**src/rtl/mips_mem_pkg.sv**
```systemverilog
// Shared address map and STATUS layout for the data-side memory responder.
package mips_mem_pkg;

  // Memory-mapped peripheral register addresses (full 32-bit decode)
  localparam logic [31:0] CYCLE_ADDR  = 32'hFFFF_0000;
  localparam logic [31:0] TXDATA_ADDR = 32'hFFFF_0004;
  localparam logic [31:0] STATUS_ADDR = 32'hFFFF_0008;

  // STATUS register field positions
  localparam int STATUS_EMPTY_BIT = 0;
  localparam int STATUS_FULL_BIT  = 1;
  localparam int STATUS_OVF_BIT   = 2;
  localparam int STATUS_COUNT_LSB = 8;
  localparam int STATUS_COUNT_W   = 8;

  // Target selected by the current data address
  typedef enum logic [2:0] {
    REG_NONE,
    REG_RAM,
    REG_CYCLE,
    REG_TXDATA,
    REG_STATUS
  } region_e;

  // Map a byte address to its target; RAM occupies [0, 2^(ram_aw+2))
  function automatic region_e decode_region(input logic [31:0] addr, input int ram_aw);
    region_e r;
    r = REG_NONE;
    if ((addr >> (ram_aw + 2)) == 32'd0) r = REG_RAM;
    else if (addr == CYCLE_ADDR)         r = REG_CYCLE;
    else if (addr == TXDATA_ADDR)        r = REG_TXDATA;
    else if (addr == STATUS_ADDR)        r = REG_STATUS;
    return r;
  endfunction

endpackage

```
**src/rtl/data_mem_responder_sync_fifo.sv**
```systemverilog
// Synchronous FIFO with combinational head output and occupancy count.
// A push while full is accepted only when a pop happens in the same cycle.
module sync_fifo #(
  parameter int WIDTH = 8,
  parameter int DEPTH = 8
) (
  input  logic                       clk_i,
  input  logic                       reset_i,
  input  logic                       push_i,
  input  logic                       pop_i,
  input  logic [WIDTH-1:0]           data_i,
  output logic [WIDTH-1:0]           data_o,
  output logic                       empty_o,
  output logic                       full_o,
  output logic [$clog2(DEPTH):0]     count_o
);

  localparam int PW = $clog2(DEPTH);
  localparam int CW = PW + 1;

  logic [WIDTH-1:0] mem_q [DEPTH];
  logic [PW-1:0]    wr_ptr_q, wr_ptr_d;
  logic [PW-1:0]    rd_ptr_q, rd_ptr_d;
  logic [CW-1:0]    count_q,  count_d;
  logic             push_ok;
  logic             pop_ok;

  assign empty_o = (count_q == '0);
  assign full_o  = (count_q == CW'(DEPTH));
  assign count_o = count_q;
  assign data_o  = mem_q[rd_ptr_q];

  // Full + simultaneous pop frees the head slot, so the push can land
  assign pop_ok  = pop_i && !empty_o;
  assign push_ok = push_i && (!full_o || pop_ok);

  // Next-state pointer and occupancy arithmetic
  always_comb begin
    wr_ptr_d = wr_ptr_q;
    rd_ptr_d = rd_ptr_q;
    count_d  = count_q;
    if (push_ok) wr_ptr_d = wr_ptr_q + PW'(1);
    if (pop_ok)  rd_ptr_d = rd_ptr_q + PW'(1);
    case ({push_ok, pop_ok})
      2'b10:   count_d = count_q + CW'(1);
      2'b01:   count_d = count_q - CW'(1);
      default: count_d = count_q;
    endcase
  end

  // Pointer and count registers
  always_ff @(posedge clk_i) begin
    if (reset_i) begin
      wr_ptr_q <= '0;
      rd_ptr_q <= '0;
      count_q  <= '0;
    end else begin
      wr_ptr_q <= wr_ptr_d;
      rd_ptr_q <= rd_ptr_d;
      count_q  <= count_d;
    end
  end

  // Entry storage; contents need no reset since count gates visibility
  always_ff @(posedge clk_i) begin
    if (push_ok) mem_q[wr_ptr_q] <= data_i;
  end

endmodule

```
**src/rtl/data_mem_responder.sv**
```systemverilog
// Data-port responder for the single-cycle MIPS core: word RAM, a free-running
// cycle counter and a console transmit FIFO behind memory-mapped registers.
// Loads are combinational so they complete within the core's cycle.
module data_mem_responder
  import mips_mem_pkg::*;
#(
  parameter int RAM_WORDS  = 64,
  parameter int FIFO_DEPTH = 8
) (
  input  logic        clk_i,
  input  logic        reset_i,
  input  logic        mem_write_i,
  input  logic [31:0] addr_i32,
  input  logic [31:0] write_data_i32,
  output logic [31:0] read_data_o32,
  output logic        tx_valid_o,
  output logic [7:0]  tx_data_o8,
  input  logic        tx_ready_i
);

  localparam int RAM_AW = $clog2(RAM_WORDS);
  localparam int CW     = $clog2(FIFO_DEPTH) + 1;

  region_e           region;
  logic [RAM_AW-1:0] ram_idx;
  logic [31:0]       ram_q [RAM_WORDS];
  logic [31:0]       cycle_q, cycle_d;
  logic              overflow_q, overflow_d;
  logic              fifo_push, fifo_pop;
  logic              fifo_empty, fifo_full;
  logic [CW-1:0]     fifo_count;
  logic [7:0]        fifo_head;
  logic [31:0]       status_word;

  assign region  = decode_region(addr_i32, RAM_AW);
  assign ram_idx = addr_i32[RAM_AW+1:2];

  assign fifo_push  = mem_write_i && (region == REG_TXDATA);
  assign fifo_pop   = tx_valid_o && tx_ready_i;
  assign tx_valid_o = !fifo_empty;
  assign tx_data_o8 = fifo_head;

  sync_fifo #(
    .WIDTH (8),
    .DEPTH (FIFO_DEPTH)
  ) u_tx_fifo (
    .clk_i   (clk_i),
    .reset_i (reset_i),
    .push_i  (fifo_push),
    .pop_i   (fifo_pop),
    .data_i  (write_data_i32[7:0]),
    .data_o  (fifo_head),
    .empty_o (fifo_empty),
    .full_o  (fifo_full),
    .count_o (fifo_count)
  );

  // Counter and sticky-overflow next state; writes/sets take priority
  always_comb begin
    cycle_d    = cycle_q + 32'd1;
    overflow_d = overflow_q;
    if (mem_write_i && (region == REG_CYCLE)) cycle_d = 32'd0;
    if (mem_write_i && (region == REG_STATUS) && write_data_i32[STATUS_OVF_BIT])
      overflow_d = 1'b0;
    if (fifo_push && fifo_full && !fifo_pop) overflow_d = 1'b1;
  end

  // Register state updates
  always_ff @(posedge clk_i) begin
    if (reset_i) begin
      cycle_q    <= 32'd0;
      overflow_q <= 1'b0;
    end else begin
      cycle_q    <= cycle_d;
      overflow_q <= overflow_d;
    end
  end

  // RAM store port; read side is asynchronous for single-cycle loads
  always_ff @(posedge clk_i) begin
    if (mem_write_i && (region == REG_RAM)) ram_q[ram_idx] <= write_data_i32;
  end

  // STATUS word assembly
  always_comb begin
    status_word = 32'd0;
    status_word[STATUS_EMPTY_BIT] = fifo_empty;
    status_word[STATUS_FULL_BIT]  = fifo_full;
    status_word[STATUS_OVF_BIT]   = overflow_q;
    status_word[STATUS_COUNT_LSB +: STATUS_COUNT_W] = STATUS_COUNT_W'(fifo_count);
  end

  // Load data mux
  always_comb begin
    read_data_o32 = 32'd0;
    case (region)
      REG_RAM:    read_data_o32 = ram_q[ram_idx];
      REG_CYCLE:  read_data_o32 = cycle_q;
      REG_STATUS: read_data_o32 = status_word;
      default:    read_data_o32 = 32'd0;
    endcase
  end

endmodule

```
**config.mk**
```make
export PLATFORM = sky130hd
export DESIGN_NAME = data_mem_responder
export DESIGN_NICKNAME = d
export VERILOG_FILES = /design/src/rtl/mips_mem_pkg.sv /design/src/rtl/data_mem_responder_sync_fifo.sv /design/src/rtl/data_mem_responder.sv
export SDC_FILE = /design/constraint.sdc
export NUM_CORES = 2
export LEC_CHECK = 0
export ABC_AREA = 1
export BUFFER_PORTS_ARGS = -buffer_cell sky130_fd_sc_hd__buf_2
export CAP_MARGIN = 20
export CORE_ASPECT_RATIO = 1.2
export CORE_UTILIZATION = 23
export CTS_BUF_LIST = sky130_fd_sc_hd__clkbuf_8
export CTS_CLUSTER_DIAMETER = 80
export DETAILED_ROUTE_END_ITERATION = 6
export HOLD_SLACK_MARGIN = 0.08
export PLACE_DENSITY = 0.43
export RECOVER_POWER = 25
export SKIP_LAST_GASP = 1
export SLEW_MARGIN = 20
export SYNTH_ARGS = -nofsm -noshare
export SYNTH_HDL_FRONTEND = slang
export SYNTH_SLANG_ARGS = --single-unit
```
**constraint.sdc**
```tcl
create_clock -name clk_i -period 3.6 [get_ports clk_i]
set_input_delay 0.54 -clock clk_i [delete_from_list [all_inputs] [get_ports clk_i]]
set_output_delay 0.54 -clock clk_i [all_outputs]
set_load 0.005 [all_outputs]
```
==> results.cfg <==
[outcome]
status = finished with violations
violations = max-capacitance violations, max-slew violations

[sta]
rsz0062_at_grt = yes
tightest_slew_ns = 3.45
holdWs_ns = 0.192
slew_viol_final = 1158
skew_ns = 0.0338
fmax_ghz = 0.281
slew_headroom = -1.30
setup_viol_count_final = 0
finalHoldViolations = 0
finalSetupTns_ns = 0
fin_ws_ns = 0.0367
final.min_clock_period_ns = 3.56
finalCritPeriodShare = 0.990

[floorplan]
die_area_um2 = 392000
die_h_um = 686
num_rows = 250
core_area_um2 = 387000
start_util = 0.232
ioPinCount = 109
die_w_um = 572

[placed_design]
port_buffers = 108
place.gp.congestion = 0.813
pre_cts_slack_ns = -0.137
place_hpwl_um = 181000

[routing]
ant_nets = 0
first_iter_violations = 4439
wl_um = 300000
post-route-drc-count = 0
vias = 60700
via_per_inst = 4.31
wl_per_cell_um = 21.3
drtPass1Iterations = 5

[synthesis]
synth.avg_cell_area_um2 = 11.0
synth_cell_types = 36
yosys_warnings = 0
ys_seq_elements = 2158
yosysSeqAreaShare = 0.718
synth_area_um2 = 89700
syn_inst = 8149
synth_nets = 8223

[grt]
grt_max_degree = 79
grt_pass1_vias = 60200
grt_pass1_wl_um = 429000
antenna_found_initial = 21
grt_usage = 0.149
grt_overflow = 0

[flow_run]
maxCapViolations = 26

[cts]
cts_tree = yes
clockBufferDepth = 4
cts.clk_slew.worst_paths_ns = 0.06
cts_made_buffers = 354
h-tree-depth = 5
cts_root_buf = clkbuf_8
clk_latency_ns = 0.98
cts_num_sinks = 2158

[critical_path]
worst-setup-path-type = input pin to output pin
crit_arrival_ns = 3.02
cp-start-kind = input pin
required_ns = 3.06
critPathCaptureType = output pin
critical_path.max_fanout = 47

[finish]
nFillCells = 40600
nNetsFinal = 8733
drive_gt1_frac = 0.120
multi_input_area_um2 = 20900
most-common-layout-cells = nand2_1 (2,788), edfxtp_1 (2,112), nand3_1 (920), inv_1 (875), nor2_1 (422)
final_common_cell = nand2_1
regArea_um2 = 64300
areaGrowthSynthToFinish_pct = 19.3

[pwr]
power_density_nw_per_um2 = 479
peakVddDrop_mv = 0.269
leakage_uw = 0.0406

[min_path]
hold_class = input pin to flip-flop
timing repair:
item | in CTS | in global routing
pin swaps | 1 | 0
gates cloned | 1 | 0
hold endpoints to repair | 119 | 1
endpoints found under the setup margin | 14 | 15
buffers inserted | 2 | 0
resized for setup | 13 | 16
hold buffers | 12 | 1
worst paths after layout:
| kind | start | end | slack, ns | cells past startpoint |
|---|---|---|---|---|
| setup / recovery | addr_i32[2] | read_data_o32[18] | 0.04 | 15 |
| hold / removal | addr_i32[14] | overflow_q | 0.19 | 10 |
| setup reg to reg | u_tx_fifo.count_o[2] | u_tx_fifo.count_o[3] | 1.03 | 14 |
| hold reg to reg | u_tx_fifo.rd_ptr_q[2] | u_tx_fifo.rd_ptr_q[2] | 0.46 | 2 |
layer usage:
layer,share of wire,vias to the layer above,wire length [um],global-route usage
met2,0.50,1478,151000,0.267
met5,0.00014,-,41,0
met3,0.046,434,13700,0.0208
met4,0.025,6,7450,0.0410
li1,-,28400,-,-
met1,0.42,30300,127000,0.187
through the flow:
step | area [um^2] | total power (uW) | util | std cells
final | 107000 | 51200 | 0.276 | 14100
after global placement | 100000 | 32000 | 0.259 | 13500
after detailed placement | 100000 | 32000 | 0.259 | 13500
after global routing | 107000 | 53100 | 0.276 | 14100
after floorplan | 89700 | 30000 | - | 8149
after CTS | 107000 | 51900 | 0.276 | 14100
state kept, by name, summed over array words and instances, names as in the netlist, named ones only:
| name | count |
|---|---|
| ram_q | 2048 |
| u_tx_fifo.mem_q | 64 |
| cycle_q | 32 |
| u_tx_fifo.count_o | 4 |
| u_tx_fifo.rd_ptr_q | 3 |
| u_tx_fifo.wr_ptr_q | 3 |
| overflow_q | 1 |
kinds of logic (layout without fill, tap and decap cells):
group                    after synthesis  after routing  share of synthesized area
adder cells (fa/ha/maj)                6              6                   0.000837
buffers and inverters               1210           1979                     0.0562
flip-flops                          2158           2158                      0.718
other                                  0             10                          0
AND/OR/NAND/NOR                     4440           4440                      0.205
XOR/XNOR                              22             22                    0.00215
AO/OA/AOI/OAI                        313            313                     0.0178
worst max-delay path: stages:
cell and delay [ns]:
buf_8 0.21, clkinv_16 0.19, buf_12 0.21, buf_12 0.18, nand2_1 0.12, nand2_1 0.05
nand2_1 0.05, nand3_1 0.08, nand3_1 0.13, nand2_1 0.10, nand2_1 0.10, nand2_1 0.15
o21ai_2 0.37, nand2_1 0.22, buf_2 0.19
synth_stat cells:
cell         n  area share
o21ai_0    129      0.0072
or2_0        1    0.000070
inv_2        3     0.00013
a21oi_1    126      0.0070
nor2_1     487       0.020
nor4_1       2     0.00014
nor3_1      14     0.00078
nor2_2       6     0.00042
nand4_1    192       0.013
nand2_1   2798        0.12
inv_1      788       0.033
inv_6        1    0.000098
xor2_1      17      0.0017
nand3_2      1     0.00011
nand3b_1     5     0.00042
nand2_2      1    0.000070
a211oi_1     1    0.000084
o22ai_1      8     0.00056
buf_4       47      0.0039
a31oi_1      8     0.00056
nor2_4       3     0.00038
nand3_1    921       0.051
o21ai_1     40      0.0022
buf_1       51      0.0021
buf_2      194       0.011
clkinv_1     1    0.000042
or2_2        7     0.00049
nor3_2       2     0.00022
ha_1         6     0.00084
o21ai_2      1    0.000098
inv_4        1    0.000070
clkbuf_1   115      0.0048
buf_6        9      0.0011
edfxtp_1  2112        0.71
xnor2_1      5     0.00049
dfxtp_1     46       0.010
power by group:
part / internal [uW] / switching [uW]
Sequential: 27600 / 57.5
Combinational: 1100 / 2660
Clock: 9800 / 9960
area by class of cell:
type,count,area share
clock inverter,254,0.0117
tap,5166,0.0604
clock buffer,361,0.0465
inverter,794,0.0284
multi-input combinational,4781,0.195
sequential,2158,0.602
timing repair buffer,570,0.0559
antenna,10,0.000234
Power figures use the tool's default switching activity.
